[src/rtl/dxm_interrupt_event_gen_pkg.sv]
// Shared definitions for the TRNG interrupt event generator: watchdog state encodings.
package dxm_interrupt_event_gen_pkg;

    typedef enum logic [1:0] {
        DxmTmoIdle = 2'd0,
        DxmTmoRun  = 2'd1,
        DxmTmoExp  = 2'd2
    } dxm_tmo_state_e;

endpackage

[src/rtl/dxm_event_tmo_fsm.sv]
// Watchdog for TRNG collection runs: loads a count on start and flags a one-cycle timeout
// when the count runs out before done arrives.
module dxm_event_tmo_fsm
    import dxm_interrupt_event_gen_pkg::*;
#(
    parameter int unsigned TMO_W = 16
) (
    input  logic             clk,
    input  logic             rst_n,
    input  logic             tmo_start,
    input  logic             tmo_done,
    input  logic [TMO_W-1:0] tmo_limit,
    output logic             tmo_fire,
    output logic             tmo_busy
);

    dxm_tmo_state_e   state_q;
    logic [TMO_W-1:0] cnt_q;

    always_ff @(posedge clk) begin
        if (!rst_n) begin
            state_q  <= DxmTmoIdle;
            cnt_q    <= '0;
            tmo_fire <= 1'b0;
            tmo_busy <= 1'b0;
        end else begin
            tmo_fire <= 1'b0;
            case (state_q)
                DxmTmoIdle: begin
                    // done is meaningless without a run, so start always wins here
                    if (tmo_start) begin
                        state_q  <= DxmTmoRun;
                        cnt_q    <= tmo_limit;
                        tmo_busy <= 1'b1;
                    end
                end
                DxmTmoRun: begin
                    if (tmo_done) begin
                        state_q  <= DxmTmoIdle;
                        tmo_busy <= 1'b0;
                    end else if (tmo_start) begin
                        cnt_q <= tmo_limit;
                    end else if (cnt_q == '0) begin
                        tmo_fire <= 1'b1;
                        state_q  <= DxmTmoExp;
                        tmo_busy <= 1'b0;
                    end else begin
                        cnt_q <= cnt_q - 1'b1;
                    end
                end
                DxmTmoExp: begin
                    if (tmo_done) begin
                        state_q <= DxmTmoIdle;
                    end else if (tmo_start) begin
                        state_q  <= DxmTmoRun;
                        cnt_q    <= tmo_limit;
                        tmo_busy <= 1'b1;
                    end
                end
                default: begin
                    state_q  <= DxmTmoIdle;
                    tmo_busy <= 1'b0;
                end
            endcase
        end
    end

endmodule

[src/rtl/dxm_interrupt_event_gen.sv]
// Front end of the TRNG interrupt block: source edge/level events, ICR clear strobes and
// the collection watchdog timeout, all registered toward dxm_interrupt_low.
module dxm_interrupt_event_gen
    import dxm_interrupt_event_gen_pkg::*;
#(
    parameter int unsigned VEC_W   = 8,
    parameter int unsigned TMO_W   = 16,
    parameter int unsigned TMO_BIT = 7
) (
    input  logic             clk,
    input  logic             rst_n,
    input  logic [VEC_W-1:0] src,
    input  logic [VEC_W-1:0] edge_sel,
    input  logic             reg_wr,
    input  logic             icr_sel,
    input  logic [VEC_W-1:0] reg_wdata,
    input  logic             tmo_start,
    input  logic             tmo_done,
    input  logic [TMO_W-1:0] tmo_limit,
    output logic [VEC_W-1:0] events_1p,
    output logic [VEC_W-1:0] r_din,
    output logic             clr_status_1p,
    output logic             tmo_busy
);

    logic [VEC_W-1:0] hist_q;
    logic [VEC_W-1:0] raw;
    logic [VEC_W-1:0] fire_vec;
    logic             tmo_fire;

    always_comb begin
        raw               = (src & ~hist_q & edge_sel) | (src & ~edge_sel);
        fire_vec          = '0;
        fire_vec[TMO_BIT] = tmo_fire;
    end

    // History resets to all ones so sources already high at release raise no edge event.
    always_ff @(posedge clk) begin
        if (!rst_n) begin
            hist_q        <= '1;
            events_1p     <= '0;
            r_din         <= '0;
            clr_status_1p <= 1'b0;
        end else begin
            hist_q        <= src;
            events_1p     <= raw | fire_vec;
            clr_status_1p <= reg_wr & icr_sel;
            if (reg_wr && icr_sel) begin
                r_din <= reg_wdata;
            end
        end
    end

    dxm_event_tmo_fsm #(
        .TMO_W (TMO_W)
    ) u_tmo_fsm (
        .clk       (clk),
        .rst_n     (rst_n),
        .tmo_start (tmo_start),
        .tmo_done  (tmo_done),
        .tmo_limit (tmo_limit),
        .tmo_fire  (tmo_fire),
        .tmo_busy  (tmo_busy)
    );

endmodule
[config.mk]
export PLATFORM = sky130hd
export DESIGN_NAME = dxm_interrupt_event_gen
export DESIGN_NICKNAME = d
export VERILOG_FILES = /design/src/rtl/dxm_interrupt_event_gen_pkg.sv /design/src/rtl/dxm_event_tmo_fsm.sv /design/src/rtl/dxm_interrupt_event_gen.sv
export SDC_FILE = /design/constraint.sdc
export NUM_CORES = 1
export LEC_CHECK = 0
export BUFFER_PORTS_ARGS = -buffer_cell sky130_fd_sc_hd__buf_2
export CELL_PAD_IN_SITES_DETAIL_PLACEMENT = 0
export CELL_PAD_IN_SITES_GLOBAL_PLACEMENT = 1
export CORE_AREA = 2 2 83 85
export DETAILED_ROUTE_END_ITERATION = 10
export DIE_AREA = 0 0 85 87
export GPL_TIMING_DRIVEN = 0
export PLACE_DENSITY_LB_ADDON = 0.1
export SYNTH_ARGS = -nofsm -noshare
export SYNTH_HDL_FRONTEND = slang
export SYNTH_HIERARCHICAL = 1
export SYNTH_SLANG_ARGS = --single-unit
[constraint.sdc]
create_clock -name clk -period 2.35 [get_ports clk]
set_input_delay 0.3525 -clock clk [delete_from_list [all_inputs] [get_ports clk]]
set_output_delay 0.3525 -clock clk [all_outputs]
set_load 0.005 [all_outputs]
==> results.cfg, run 1 <==
[final_layout]
drive_gt1_share_pct = 36.91
fin_util_pct = 40.97
stdcell_count = 397
num-nets-final = 363
syn_to_final_growth_pct = 29.73
n_antenna_cell = 0
post-route-cell-area_um2 = 2691

[clock_tree]
cts_root_buffer = clkbuf_8
path_clk_slew_ps = 90
clk_latency_ps = 300
cts_buffers = 5
cts_hold_buf = 0
tritoncts = done
cts_buffer_depth = 2
htreeDepth = 2
clkSinkCount = 45

[power_and_ir_drop]
ir_drop_mv = 0.2662
finalPower_mw = 1.935
p_leak_nw = 1.151
powerDensity_nw_per_um2 = 718.8

[sta]
drv_slew = 0
timing.final.crit_share_pct = 97.79
period_minus_slack_ps = 2298
setup-violations-final = 0
tightestPinTransition_ps = 1199
timing.hold.ws_ps = 215.7
clock_skew_ps = 9.887
hold_viol_final = 0
slew_headroom_pct = 19.88
fmax_ghz = 0.4352
rsz0062_at_grt = true

[logic_synthesis]
synthesis.nets = 288
ys_top_cells_by_count = 45 x dfxtp_1, 25 x a21oi_1, 24 x nand2_1
synth_edf_count = 0
ys_warn_count = 6
yosys_register_bits = 45
syn-mean-instance-area_um2 = 8.608
synth.most_common_cell = dfxtp_1
synth_area_leaders = dfxtp_1 43%, a21oi_1 6.0%, nand2_1 4.3%
ys_seq_area_share_pct = 43.43
yosysTopAreaCell = dfxtp_1
syn_inst = 241
synthFlopType = dfxtp_1
synth_area_um2 = 2074
ys_types = 43
netlist.area_leader.share_pct = 43.43
async_reset_ff_share_pct = 0

[place]
dp_hpwl_mm = 3.879
io_buffers = 61
gp_congestion = 0.8255
dpl_cell_area_um2 = 2480
dp_cells = 382

[route]
viasPerCell = 5.106
drt_iter0_markers = 49
avgRoutedWirePerCell_um = 14.08
postRouteWirelength_mm = 5.590
drc = 0
vias = 2027
drtAntennaViolNets = 0
dr.pass1.iters = 4

[critical_path]
crit_required_ps = 2540
cp.arrival_ps = 2490
worst-path-buf-inv = 2
startpoint_type = flop
crit_type = flop to flop
regToRegSetupSlack_ps = 50
cp_cell_sequence = inv_2, ha_4, or3b_4, or4_4, o22ai_4, buf_6, o21ai_2, and3_1
max_stage_delay_ps = 560
end_kind = flop
critical_path.max_fanout = 8
path_delay_family = simple AND/OR/NAND/NOR gates
slowest_stage = or4_4

[run]
maxCapViolations = 0

[die]
die_width_um = 85
core_area_um2 = 6569
io_pins = 64
start_util_pct = 31.58
fp-row-count = 30
fp.dieArea_um2 = 7395
die_y_um = 87

[run_status]
run_status = complete, no violations

[global_route]
grt_max_degree = 15
overflow = 0
gr-usage-all-layers_pct = 15.40
grt_pass1_wl_mm = 8.983
grt_pass1_vias = 1819
antenna_found_initial = 0

[worst_hold_path]
hold_path_class = input port to flop
-- through the flow --
step	worst slack, ps	TNS (ps)
final	52.00	0
after global routing	-24.77	-51.25
after CTS	28.16	0
after detailed placement	-269.5	-3672
after global placement	-261.7	-3562
after floorplan	0.2081	0
-- where the power goes --
group / total, mW / internal, mW / switching (mW) / leakage, nW
sequential: 0.855 / 0.818 / 0.0364 / 0.372
combinational: 0.460 / 0.216 / 0.245 / 0.721
clock: 0.619 / 0.346 / 0.273 / 0.0574
total: 1.93 / 1.38 / 0.555 / 1.15
-- final timing paths --
check,from,end,cells past startpoint
setup / recovery,u_tmo_fsm/cnt_q[1],u_tmo_fsm/cnt_q[0],8
setup reg to reg,u_tmo_fsm/cnt_q[1],u_tmo_fsm/cnt_q[0],8
hold reg to reg,hist_q[2],events_1p[2],1
hold / removal,edge_sel[2],events_1p[2],2
-- kinds of logic after synthesis --
group                    count (synthesis)  synth area share, %
AND/OR/NAND/NOR                         98                24.85
AO/OA/AOI/OAI                           73                23.70
flip-flops                              45                43.43
buffers and inverters                   24                7.418
adder cells (fa/ha/maj)                  1               0.6030
-- sequential cells by signal, summed over array words and instances (netlist names) --
signal              count
clr_status_1p           1
events_1p               8
hist_q                  8
r_din                   8
u_tmo_fsm/cnt_q        16
u_tmo_fsm/state_q       2
u_tmo_fsm/tmo_busy      1
u_tmo_fsm/tmo_fire      1
-- per-layer routing --
| metal | global-route usage, % | wire (µm) | vias to the layer above |
|---|---|---|---|
| met4 | 4.762 | 76 | 0 |
| met3 | 3.697 | 327 | 9 |
| li1 | - | - | 1017 |
| met2 | 25.64 | 2558 | 63 |
| met5 | 0 | 0 | - |
| met1 | 19.73 | 2627 | 938 |
-- layout by cell type, fill, tap and decap left out, types with 7 or more instances in the layout --
cell      netlist  routed
buf_2           3      63
dfxtp_1        45      42
a21oi_1        25      25
nand2_1        24      24
nor2_1         23      23
buf_4           4      12
nand2b_1       11      11
o21ai_2         8       9
nand4_1         8       8
o21ai_1         8       7
-- layout make-up --
type	instances	area, µm²
fillers	689	3877
plain buffers	17	125.1
inverters	5	18.77
clock inverters	2	37.54
flip-flops and latches	45	907.1
clock buffers	6	82.58
well taps	80	100.1
repair buffers	70	370.4
multi-input cells	172	1050
-- timing repair --
item,4_1_cts,5_1_grt
buffers inserted,4,2
resized for setup,5,12
pin swaps,2,6
cloned,3,0
endpoints found under the setup margin,17,15
Power figures use the tool's default switching activity.
==> inputs of run 2 (changes only) <==
--- a/config.mk
+++ b/config.mk
@@ -8,12 +8,13 @@
 export BUFFER_PORTS_ARGS = -buffer_cell sky130_fd_sc_hd__buf_2
 export CELL_PAD_IN_SITES_DETAIL_PLACEMENT = 0
 export CELL_PAD_IN_SITES_GLOBAL_PLACEMENT = 1
-export CORE_AREA = 2 2 83 85
+export CORE_AREA = 2 2 79 89
 export DETAILED_ROUTE_END_ITERATION = 10
-export DIE_AREA = 0 0 85 87
+export DIE_AREA = 0 0 81 91
 export GPL_TIMING_DRIVEN = 0
 export PLACE_DENSITY_LB_ADDON = 0.1
 export SYNTH_ARGS = -nofsm -noshare
 export SYNTH_HDL_FRONTEND = slang
 export SYNTH_HIERARCHICAL = 1
 export SYNTH_SLANG_ARGS = --single-unit
+export TNS_END_PERCENT = 1
==> run 2 against run 1 <==
  * Clock skew shrank 6.1 ps
  * Combinational power up 10%
  * Sequential share of layout area decreased by 1.4 points
  * Clock-buffer cell count is the same
  * Critical endpoint unchanged
  * Highest routed layer unchanged
==> results.cfg, run 2 (synthesis gave the netlist of run 1 again) <==
[run_status]
run_status = complete, no violations

[sta]
rsz0062_at_grt = true
setup-violations-final = 0
hold_viol_final = 0
timing.final.crit_share_pct = 99.75
fmax_ghz = 0.4266
tightestPinTransition_ps = 1114
drv_slew = 0
clock_skew_ps = 3.758
slew_headroom_pct = 25.61
worst_slack_ps = 5.783
period_minus_slack_ps = 2344

[die]
die_y_um = 91
start_util_pct = 32.22
fp-row-count = 31
die_width_um = 81
io_pins = 64
core_area_um2 = 6439
fp.dieArea_um2 = 7371

[final_layout]
final_cell_mix = 63 x buf_2, 43 x dfxtp_1, 24 x nand2_1, 24 x a21oi_1, 23 x nor2_1
layout.cells.most_common = buf_2
fin_util_pct = 43.39
top_register = u_tmo_fsm/cnt_q
largest_reg_flops = 16
n_antenna_cell = 0
post-route-cell-area_um2 = 2794
syn_to_final_growth_pct = 34.68
drive_gt1_share_pct = 38.63
num-nets-final = 367

[place]
dp_hpwl_mm = 4.063
pre_cts_slack_ps = -242.7
io_buffers = 61
dpl_cell_area_um2 = 2482
gp_congestion = 0.7819

[route]
drtAntennaViolNets = 0
drc = 0
vias = 2013
viasPerCell = 4.995
drt_iter0_markers = 58
postRouteWirelength_mm = 5.903
dr.pass1.iters = 4
avgRoutedWirePerCell_um = 14.65

[clock_tree]
path_clk_slew_ps = 90
clkSinkCount = 45
cts_hold_buf = 0
clk_latency_ps = 300
htreeDepth = 2
cts_root_buffer = clkbuf_8
cts_buffers = 5
cts_buffer_depth = 2
tritoncts = done

[power_and_ir_drop]
finalPower_mw = 1.985
p_leak_nw = 1.192
powerDensity_nw_per_um2 = 710.5
ir_drop_mv = 0.2814

[critical_path]
crit_end = u_tmo_fsm/cnt_q[0]
startpoint_type = flop
reg2regPathDepth = 9
crit_start = u_tmo_fsm/cnt_q[0]
cp.arrival_ps = 2540
critical_path.max_fanout = 8
r2r_start = u_tmo_fsm/cnt_q[0]
timing.rr.end = u_tmo_fsm/cnt_q[0]
crit_required_ps = 2540
crit_type = flop to flop
end_kind = flop
regToRegSetupSlack_ps = 6

[global_route]
antenna_found_initial = 0
gr-usage-all-layers_pct = 16.09
grt_pass1_wl_mm = 9.315
overflow = 0
grt_pass1_vias = 1922
grt_max_degree = 15

[worst_hold_path]
hold_path_class = input port to flop

[run]
maxCapViolations = 0
run 2: cell count changes in the layout (fill, tap and decap cells not counted), sizes merged:
cell | previous run | this run
buf | 82 | 86
run 2: timing repair:
item / in CTS / in global routing
resized for setup: 9 / 15
endpoints found under the setup margin: 17 / 18
gates cloned: 2 / 0
pin swaps: 4 / 7
hold endpoints to repair: 0 / 0
setup buffers: 7 / 4
run 2: critical path, cell delays in order, from the launching register on:
cell and delay [ps]:
dfxtp_2 340, inv_2 80, ha_4 140, or3b_4 420, or4_4 600, o22ai_4 170, buf_12 160, buf_8 120
o21ai_2 50, and3_1 160
run 2: final cells by class:
cell class	count	area, µm²
Buffer	17	126.4
Fill cell	718	3645
Clock buffer	6	82.58
Clock inverter	2	37.54
Sequential cell	45	903.4
Inverter	5	18.77
Multi-Input combinational cell	172	1084
Timing Repair Buffer	74	439.2
Tap cell	82	102.6
run 2: how the worst min path moves through the flow:
stage / slack (ps) / from / cells past startpoint / end
finish: 210 / edge_sel[2] / 2 / events_1p[2]
global route: 200 / edge_sel[2] / 2 / events_1p[2]
CTS: 200 / edge_sel[2] / 2 / events_1p[2]
detailed placement: 390 / hist_q[0] / 1 / events_1p[0]
global placement: 380 / hist_q[5] / 1 / events_1p[5]
floorplan: 380 / hist_q[0] / 1 / events_1p[0]
run 2: per-stage QoR:
step	std cells	setup TNS (ps)	hold slack, ps
after CTS	400	0	204.9
final	403	0	213.5
after global placement	384	-3615	382.0
after floorplan	241	0	379.8
after global routing	403	-594.3	195.2
after detailed placement	384	-3095	386.5
run 2: per-layer routing:
| metal | track usage [%] | share of wire [%] | up-vias |
|---|---|---|---|
| met1 | 19.26 | 43 | 924 |
| met3 | 3.479 | 5.5 | 9 |
| met4 | 5.932 | 1.5 | 0 |
| li1 | - | - | 1020 |
| met5 | 0 | 0 | - |
| met2 | 27.69 | 50 | 60 |
run 2: where the power goes:
| group | total, mW | switching, mW | internal [mW] | leakage, nW |
|---|---|---|---|---|
| Clock | 0.621 | 0.275 | 0.346 | 0.0574 |
| Sequential | 0.856 | 0.0379 | 0.818 | 0.372 |
| Combinational | 0.508 | 0.262 | 0.246 | 0.763 |
==> inputs of run 3 (changes only) <==
--- a/config.mk
+++ b/config.mk
@@ -5,12 +5,13 @@
 export SDC_FILE = /design/constraint.sdc
 export NUM_CORES = 1
 export LEC_CHECK = 0
+export ABC_AREA = 1
 export BUFFER_PORTS_ARGS = -buffer_cell sky130_fd_sc_hd__buf_2
 export CELL_PAD_IN_SITES_DETAIL_PLACEMENT = 0
 export CELL_PAD_IN_SITES_GLOBAL_PLACEMENT = 1
-export CORE_AREA = 2 2 79 89
+export CORE_AREA = 2 2 84 94
 export DETAILED_ROUTE_END_ITERATION = 10
-export DIE_AREA = 0 0 81 91
+export DIE_AREA = 0 0 86 96
 export GPL_TIMING_DRIVEN = 0
 export PLACE_DENSITY_LB_ADDON = 0.1
 export SYNTH_ARGS = -nofsm -noshare
==> run 3 against run 2 <==
  * Final cell count is 26% higher
  * Clock power is 8.2% lower
  * First-iteration DRC count grew 5.2%
  * Clock-buffer cell count down 1
  * Fmax grew 35%
  * Largest cell class unchanged
  * Power decreased by 5.8%
  * Register-to-register slack gained 610 ps
  * Global-route usage down 0.92 points
  * Combinational power decreased by 14%
  * Clock skew hardly changed
  * Sequential cell count did not move
  * Critical path type unchanged
==> results.cfg, run 3 <==
[clock_tree]
cts_buffer_depth = 2
clkSinkCount = 45
cts_hold_buf = 0
path_clk_slew_ps = 90
cts_root_buffer = clkbuf_8
cts_buffers = 5
clk_latency_ps = 300
htreeDepth = 2
cts_resized = 0
tritoncts = done
cts_setup_buffers = 0

[route]
avgRoutedWirePerCell_um = 11.67
vias = 2244
drtAntennaViolNets = 0
drc = 0
viasPerCell = 4.435
postRouteWirelength_mm = 5.906
dr.pass1.iters = 4
drt_iter0_markers = 61

[critical_path]
crit_type = flop to flop
startpoint_type = flop
end_kind = flop
cp.arrival_ps = 1970
crit_required_ps = 2590
critical_path.max_fanout = 10

[sta]
setup-violations-final = 0
timing.final.crit_share_pct = 73.62
period_minus_slack_ps = 1730
slew_headroom_pct = 66.31
tns_ps = 0
timing.hold.ws_ps = 220.7
fmax_ghz = 0.5780
hold_viol_final = 0
clock_skew_ps = 3.928
worst_slack_ps = 619.9
tightestPinTransition_ps = 505.4
rsz0062_at_grt = false
drv_slew = 0

[place]
dp_cells = 499
dp_hpwl_mm = 4.426
io_buffers = 63
pre_cts_slack_ps = 596.0
gp_congestion = 0.7430

[logic_synthesis]
ys_types = 29
yosys_register_bits = 45
ys_seq_area_share_pct = 39.85
async_reset_ff_share_pct = 0
synth_area_leaders = dfxtp_1 40%, nand2_1 18%, nor2_1 12%
ys_warn_count = 6
synth_area_um2 = 2261
syn_inst = 349
synthFlopType = dfxtp_1
yosysTopAreaCell = dfxtp_1
netlist.area_leader.share_pct = 39.85
synthesis.nets = 396
syn-mean-instance-area_um2 = 6.478
synth_edf_count = 0
ys_top_cells_by_count = 110 x nand2_1, 71 x nor2_1, 45 x dfxtp_1
synth.most_common_cell = nand2_1

[final_layout]
n_antenna_cell = 0
largest_reg_flops = 16
stdcell_count = 506
final_cell_mix = 110 x nand2_1, 71 x nor2_1, 64 x buf_2, 45 x dfxtp_1, 33 x inv_1
drive_gt1_share_pct = 24.11
top_register = u_tmo_fsm/cnt_q
nFillCells = 823
syn_to_final_growth_pct = 23.35
layout.cells.most_common = nand2_1
num-nets-final = 466

[global_route]
overflow = 0
grt_pass1_wl_mm = 9.811
grt_max_degree = 14
gr-usage-all-layers_pct = 15.18
antenna_found_initial = 0
grt_pass1_vias = 2099

[power_and_ir_drop]
ir_drop_mv = 0.2241
p_leak_nw = 1.467
finalPower_mw = 1.871
powerDensity_nw_per_um2 = 670.8

[die]
fp-row-count = 33
die_width_um = 86
die_y_um = 96
io_pins = 64
core_area_um2 = 7308
fp.dieArea_um2 = 8256
start_util_pct = 30.94

[run]
maxCapViolations = 0

[run_status]
run_status = complete, no violations

[worst_hold_path]
hold_path_class = input port to flop
[run 3: changes by cell type in the layout (fill, tap and decap cells not counted), sizes merged, moves of 10 or more]
cell    previous run  this run
a21oi             25        11
buf               86        70
inv                5        35
nand2             24       114
nand2b            11         0
nand3              2        29
nor2              23        84
o21ai             21        11
[run 3: final timing paths]
| path | start | endpoint | slack, ps | cells past startpoint |
|---|---|---|---|---|
| setup reg to reg | u_tmo_fsm/cnt_q[0] | u_tmo_fsm/cnt_q[12] | 620 | 11 |
| setup / recovery | u_tmo_fsm/cnt_q[0] | u_tmo_fsm/cnt_q[12] | 620 | 11 |
| hold / removal | edge_sel[0] | events_1p[0] | 220 | 2 |
| hold reg to reg | hist_q[1] | events_1p[1] | 400 | 1 |
[run 3: final cells by class]
class / instances / area (µm²) / area share [%]
multi-input cells: 258 / 1154 / 41.36
flip-flops and latches: 45 / 900.9 / 32.30
repair buffers: 63 / 315.3 / 11.31
inverters: 35 / 133.9 / 4.800
well taps: 87 / 108.9 / 3.903
plain buffers: 11 / 72.57 / 2.602
clock buffers: 5 / 68.82 / 2.467
clock inverters: 2 / 35.03 / 1.256
[run 3: critical path, stage by stage (launching register included)]
cell	delay, ps
dfxtp_1	320
inv_1	80
ha_1	200
nand2_2	140
nor2_8	170
nand3_2	110
nand2_4	140
nand2_4	100
inv_4	100
buf_6	160
nor2_1	70
nor2_2	60
[run 3: metal layers]
layer  track usage (%)  vias to the layer above  part of all wire (%)
met5                 0                        -                     0
met4             3.968                        0                   1.1
met3             2.830                        6                   5.2
met2             27.20                       57                    48
met1             18.63                      974                    46
li1                  -                     1207                     -
[run 3: report_power, final]
group / switching, mW / internal (mW)
Combinational: 0.268 / 0.170
Sequential: 0.0411 / 0.822
Clock: 0.261 / 0.309
[run 3: stage by stage]
stage / area [µm²] / utilization, %
2_1_floorplan: 2261 / -
3_3_place_gp: 2685 / 36.74
3_5_place_dp: 2685 / 36.74
4_1_cts: 2789 / 38.16
5_1_grt: 2789 / 38.16
6_report: 2789 / 38.16
[run 3: cell families after synthesis]
group / count (synthesis) / synth area share (%)
AOI/OAI and AO/OA: 23 / 5.921
xor gates and xnor gates: 1 / 0.3875
adders and majority gates: 1 / 0.5533
buffers and inverters: 46 / 9.130
DFF: 45 / 39.84
and+or+nand+nor: 233 / 44.16
